File: config.mk
export PLATFORM = sky130hd
export DESIGN_NAME = v2f_seq_udiv32
export DESIGN_NICKNAME = d
export VERILOG_FILES = /design/src/rtl/v2f_pkg.sv /design/src/rtl/v2f_ucmp32.sv /design/src/rtl/v2f_seq_udiv32.sv
export SDC_FILE = /design/constraint.sdc
export NUM_CORES = 1
export LEC_CHECK = 0
export ABC_AREA = 0
export BUFFER_PORTS_ARGS = -buffer_cell sky130_fd_sc_hd__buf_2
export CORE_MARGIN = 5
export CORE_UTILIZATION = 46
export CTS_CLUSTER_DIAMETER = 80
export DETAILED_ROUTE_END_ITERATION = 10
export HOLD_SLACK_MARGIN = 0.05
export PLACE_DENSITY = 0.72
export SLEW_MARGIN = 20
export SYNTH_ARGS = -nofsm -noshare
export SYNTH_HDL_FRONTEND = slang
export SYNTH_SLANG_ARGS = --single-unit
File: constraint.sdc
create_clock -name pos_clk -period 3.6 [get_ports pos_clk]
set_input_delay 0.72 -clock pos_clk [delete_from_list [all_inputs] [get_ports pos_clk]]
set_output_delay 0.72 -clock pos_clk [all_outputs]
set_load 0.01 [all_outputs]
File: src/rtl/v2f_pkg.sv
// Shared definitions for the v2f arithmetic blocks.
//   v2f_div_state_t : control states of the sequential divider
//   V2F_WORD        : native datapath word width
//   V2F_SIGN_BIAS   : offset that maps unsigned values onto the signed range,
//                     so unsigned ordering can be tested with a signed compare
package v2f_pkg;

    localparam int          V2F_WORD      = 32;
    localparam logic [31:0] V2F_SIGN_BIAS = 32'h8000_0000;

    typedef enum logic [1:0] {
        IDLE = 2'd0,
        CALC = 2'd1,
        DONE = 2'd2
    } v2f_div_state_t;

endpackage

File: src/rtl/v2f_ucmp32.sv
// Unsigned 32-bit magnitude compare built from a signed comparator.
// Adding the sign bias flips the MSB of both operands, which turns unsigned
// ordering into two's-complement ordering.
//   a, b   : unsigned operands
//   a_ge_b : 1 when a >= b (unsigned)
module v2f_ucmp32
    import v2f_pkg::*;
(
    input  logic [V2F_WORD-1:0] a,
    input  logic [V2F_WORD-1:0] b,
    output logic                a_ge_b
);

    logic signed [V2F_WORD-1:0] a_biased;
    logic signed [V2F_WORD-1:0] b_biased;

    assign a_biased = a + V2F_SIGN_BIAS;
    assign b_biased = b + V2F_SIGN_BIAS;
    assign a_ge_b   = (a_biased >= b_biased);

endmodule

File: src/rtl/v2f_seq_udiv32.sv
// Sequential unsigned 32-bit restoring divider with valid/ready handshakes.
//   pos_clk, pos_arst     : rising-edge clock, asynchronous active-high reset
//   in_valid / in_ready   : operand handshake (ready only while idle)
//   dividend, divisor     : unsigned operands
//   out_valid / out_ready : result handshake (valid only while done)
//   quotient, remainder   : unsigned result, held until consumed
//   div_by_zero           : result came from a zero divisor
//                           (quotient all ones, remainder = dividend)
// BITS_PER_CYCLE (1 or 2) quotient bits are retired per CALC cycle; WIDTH must
// be 32.
module v2f_seq_udiv32
    import v2f_pkg::*;
#(
    parameter int WIDTH          = V2F_WORD,
    parameter int BITS_PER_CYCLE = 1
) (
    input  logic             pos_clk,
    input  logic             pos_arst,
    input  logic             in_valid,
    output logic             in_ready,
    input  logic [WIDTH-1:0] dividend,
    input  logic [WIDTH-1:0] divisor,
    output logic             out_valid,
    input  logic             out_ready,
    output logic [WIDTH-1:0] quotient,
    output logic [WIDTH-1:0] remainder,
    output logic             div_by_zero
);

    localparam int STEPS = WIDTH / BITS_PER_CYCLE;
    localparam int CNT_W = $clog2(WIDTH + 1);

    v2f_div_state_t   state_reg, state_next;
    logic [CNT_W-1:0] cnt_reg;
    logic [WIDTH-1:0] rem_reg;   // partial remainder
    logic [WIDTH-1:0] dvd_reg;   // dividend shifts out MSB-first, quotient shifts in LSB
    logic [WIDTH-1:0] dsr_reg;   // latched divisor
    logic             dz_reg;
    logic             accept;
    logic             divisor_zero;

    // Unrolled restoring steps: stage 0 is the registered state, stage
    // BITS_PER_CYCLE is what gets written back at the end of a CALC cycle.
    logic [WIDTH-1:0] stage_rem [0:BITS_PER_CYCLE];
    logic [WIDTH-1:0] stage_dvd [0:BITS_PER_CYCLE];

    assign stage_rem[0] = rem_reg;
    assign stage_dvd[0] = dvd_reg;

    generate
        for (genvar gi = 0; gi < BITS_PER_CYCLE; gi++) begin : g_step
            logic [WIDTH:0] shifted;
            logic           cmp_ge;
            logic           take;

            assign shifted = {stage_rem[gi], stage_dvd[gi][WIDTH-1]};

            v2f_ucmp32 u_cmp (
                .a      (shifted[WIDTH-1:0]),
                .b      (dsr_reg),
                .a_ge_b (cmp_ge)
            );

            // A carry out of the shift means the true value already exceeds
            // any 32-bit divisor; the modulo-2^32 subtraction is still exact
            // because the difference is smaller than the divisor.
            assign take = shifted[WIDTH] | cmp_ge;

            assign stage_rem[gi+1] = take ? (shifted[WIDTH-1:0] - dsr_reg)
                                          : shifted[WIDTH-1:0];
            assign stage_dvd[gi+1] = {stage_dvd[gi][WIDTH-2:0], take};
        end
    endgenerate

    assign divisor_zero = (divisor == '0);
    assign accept       = in_valid && in_ready;

    always_ff @(posedge pos_clk or posedge pos_arst) begin
        if (pos_arst) begin
            state_reg <= IDLE;
        end else begin
            state_reg <= state_next;
        end
    end

    always_comb begin
        state_next = state_reg;
        in_ready   = 1'b0;
        out_valid  = 1'b0;
        case (state_reg)
            IDLE: begin
                in_ready = 1'b1;
                if (in_valid) begin
                    state_next = divisor_zero ? DONE : CALC;
                end
            end
            CALC: begin
                if (cnt_reg == CNT_W'(1)) begin
                    state_next = DONE;
                end
            end
            DONE: begin
                out_valid = 1'b1;
                if (out_ready) begin
                    state_next = IDLE;
                end
            end
            default: state_next = IDLE;
        endcase
    end

    always_ff @(posedge pos_clk or posedge pos_arst) begin
        if (pos_arst) begin
            cnt_reg <= '0;
            rem_reg <= '0;
            dvd_reg <= '0;
            dsr_reg <= '0;
            dz_reg  <= 1'b0;
        end else if (accept) begin
            dsr_reg <= divisor;
            dz_reg  <= divisor_zero;
            if (divisor_zero) begin
                dvd_reg <= '1;
                rem_reg <= dividend;
                cnt_reg <= '0;
            end else begin
                dvd_reg <= dividend;
                rem_reg <= '0;
                cnt_reg <= CNT_W'(STEPS);
            end
        end else if (state_reg == CALC) begin
            rem_reg <= stage_rem[BITS_PER_CYCLE];
            dvd_reg <= stage_dvd[BITS_PER_CYCLE];
            cnt_reg <= cnt_reg - 1'b1;
        end
    end

    assign quotient    = dvd_reg;
    assign remainder   = rem_reg;
    assign div_by_zero = dz_reg;

endmodule

==> run summary <==
Crit share post-route - 84.4%
Initial antenna violation count - 0
Share of cells above drive strength 1 - 20.4%
Core Area - 0.0138 mm2
Hold Fails Final Rpt - 0
Prevailing post-synth register cell - dfrtp_1
Buffers on Ports - 134
Hold Path Cell Cnt - 1
Die width - 128 um
Worst path slowest cell - fa_1
Total GRT Usage - 23.6%
Worst R2R Setup Slack - 0.56 ns
VDD IR max - 0.242 mV
Leading area contributor after synthesis - dfrtp_1
CTS root buf - clkbuf_16
CP max stage delay - 0.42 ns
Cell count after synthesis - 771
Routed wire length - 19,500 um
CTS tree - yes
DR iter-0 viols - 528
Vias - 6,251
Vias in the first global route - 5,687
Synth top area share - 40.7%
Crit path max fanout - 21
Sequential fraction of the synthesis area - 40.7%
Least-Margin Pin Slew - 0.866 ns
FF+latch area - 0.00263 mm2
R2R cell count - 13
Critical path, cell by cell - inv_1 -> ha_1 -> inv_1 -> fa_1 -> a211oi_1 -> o21ai_2 -> a211oi_2 -> o31ai_2 -> nor2_2 -> nor2_2 -> buf_4 -> a222oi_1 -> o21ai_0
R2r endpoint - remainder[4]
Worst-path clk slew - 0.07 ns
Combinational cell fraction of total power - 13.5%
HP Class - reg2reg
Wire length of the first global-routing pass - 30,800 um
Ys async rst share - 100%
Status - complete, no violations
CP Launch Type - flip-flop
Critical path class - reg2reg
Max-slew headroom - 42.3%
Dpl hpwl - 14,700 um
Ports - 135
Max-Cap Viols - 0
Via density - 5.84
DR DRC count - 0
# setup viols final - 0
Clk_skew - 0.00829 ns
Cts hold-fix bufs - 0
Inserted Diodes - 0
Most frequent cells after synthesis - nand2_1 (148), dfrtp_1 (105), a21oi_1 (56), o21ai_0 (54), inv_1 (41)
Tot Pwr - 2740 uW
Leakage power - 0.00368 uW
Die area - 0.0165 mm2
Max clock buf depth - 2
Global placer's final weighted congestion - 0.905
Fin Setup TNS - 0 ns
F_max - 0.329 GHz
PD cells - 358 mW/mm2
Multi-input logic area - 0.00352 mm2
Yosys cell types - 56
Postcts setup bufs - 0
Avg Synthesized Cell Area - 8.36 um2
Grt ovf - 0
Area grow syn2layout - 18.7%
Final nets - 989
Chip height - 128 um
Switch share - 26.8%
Synth top area cells - dfrtp_1 (41%), nand2_1 (8.6%), ha_1 (6.6%)
Internal power - 2010 uW
Hold Crit Start - div_by_zero
Required @ worst endpoint - 3.84 ns
Post_cts resized - 0
Tmin final - 3.04 ns
Most common cell in the synthesized netlist - nand2_1
Reg2Reg Launch Point - quotient[31]
Synthesized area - 0.00645 mm2
H-Tree Level Count - 3
Layout filler cell count - 1,336
CP Buf/Inv Count - 3
Synth Register Bits - 105
Arrival @ worst endpoint - 3.27 ns
RSZ-0062 raised after global routing - no
Clock latency on the worst-skew pair - 0.36 ns
1st-pass router iterations - 5
Sequential power share - 46.7%
Element type at the critical path end - flip-flop
CTS Buf Count - 9
Switch Pwr - 735 uW
Syn Nets - 874
Post-synth EDFFs - 0
Clock sink count - 105
Final max-slew violation count - 0
Clk pwr share - 39.8%
Antenna Nets Post-Route - 0
Top delay family on crit path - compound AO/OA/AOI/OAI gates
Starting density of the core - 46.6%
Largest net degree at the start of global routing - 73
Hold WS - 0.488 ns
Hold EP - div_by_zero
Routed len/inst - 18.2 um
Cell row count - 43
YS warnings - 0
worst reg2reg max path, delay by kind of cell (launching register included):
kind / cells / cell delay [ns]
AOI/OAI and AO/OA: 6 / 1.29
adders and majority gates: 2 / 0.57
DFF: 1 / 0.40
buffers and inverters: 3 / 0.35
and+or+nand+nor: 2 / 0.28
routing by layer:
metal	share of wire, %	wire (um)	track usage, %
met1	47	9230	36.7
met2	43	8430	34.2
met3	8.1	1570	3.57
met4	1.2	235	6.49
met5	0	0	0
metrics by stage:
step / utilization [%] / instances / area (um2) / worst slack [ns]
2_1_floorplan: - / 771 / 6450 / 0.119
6_report: 55.4 / 1071 / 7650 / 0.562
4_1_cts: 55.4 / 1071 / 7650 / 0.558
3_5_place_dp: 53.0 / 1055 / 7330 / 0.571
5_1_grt: 55.4 / 1071 / 7650 / 0.254
3_3_place_gp: 53.0 / 1055 / 7330 / 0.663
layout make-up:
class                           instances  share of cell area (%)
Tap cell                              180                    2.94
Multi-Input combinational cell        582                    46.0
Timing Repair Buffer                  147                    10.4
Sequential cell                       105                    34.3
Clock inverter                          6                    1.18
Inverter                               41                    2.04
Clock buffer                           10                    3.12
cell usage in the layout, fill, tap and decap left out, drive strengths merged, types with 5 or more instances in the layout:
cell type	n
a21oi	56
xor2	12
dfrtp	105
clkbuf	10
o211ai	6
nand2	148
a222oi	8
nor3	41
ha	34
o21ai	56
nor2b	5
nand3	8
nor2	41
buf	147
nand4	12
a211oi	6
o21bai	5
a31oi	40
xnor2	14
inv	42
a22oi	10
a221oi	12
nor4	9
a21o	13
o21a	6
power groups by stage:
stage / sequential [uW] / combinational [uW] / clock, uW
floorplan: 1300 / 200 / 0
global placement: 1300 / 367 / 0
detailed placement: 1300 / 370 / 0
CTS: 1280 / 370 / 1110
global route: 1280 / 413 / 1160
finish: 1280 / 370 / 1090
worst max-delay path by stage:
stage / from / end / slack [ns] / cells after the start
detailed placement: quotient[31] / remainder[4] / 0.57 / 13
global placement: quotient[31] / remainder[30] / 0.66 / 13
CTS: quotient[31] / remainder[14] / 0.56 / 13
finish: quotient[31] / remainder[4] / 0.56 / 13
global route: quotient[31] / remainder[8] / 0.25 / 13
floorplan: pos_arst / cnt_reg[0] / 0.12 / 1
cells by family (layout without fill, tap and decap cells):
kind of cell / Yosys count / after routing / share of synthesized area, %
mux: 2 / 2 / 0.310
fa+ha+maj: 35 / 35 / 6.91
simple gates: 282 / 282 / 19.5
xor+xnor: 26 / 26 / 3.53
compound gates: 237 / 237 / 24.0
flops: 105 / 105 / 40.7
buf+inv: 84 / 204 / 5.01
No activity file was read; power rests on OpenSTA's default activity.
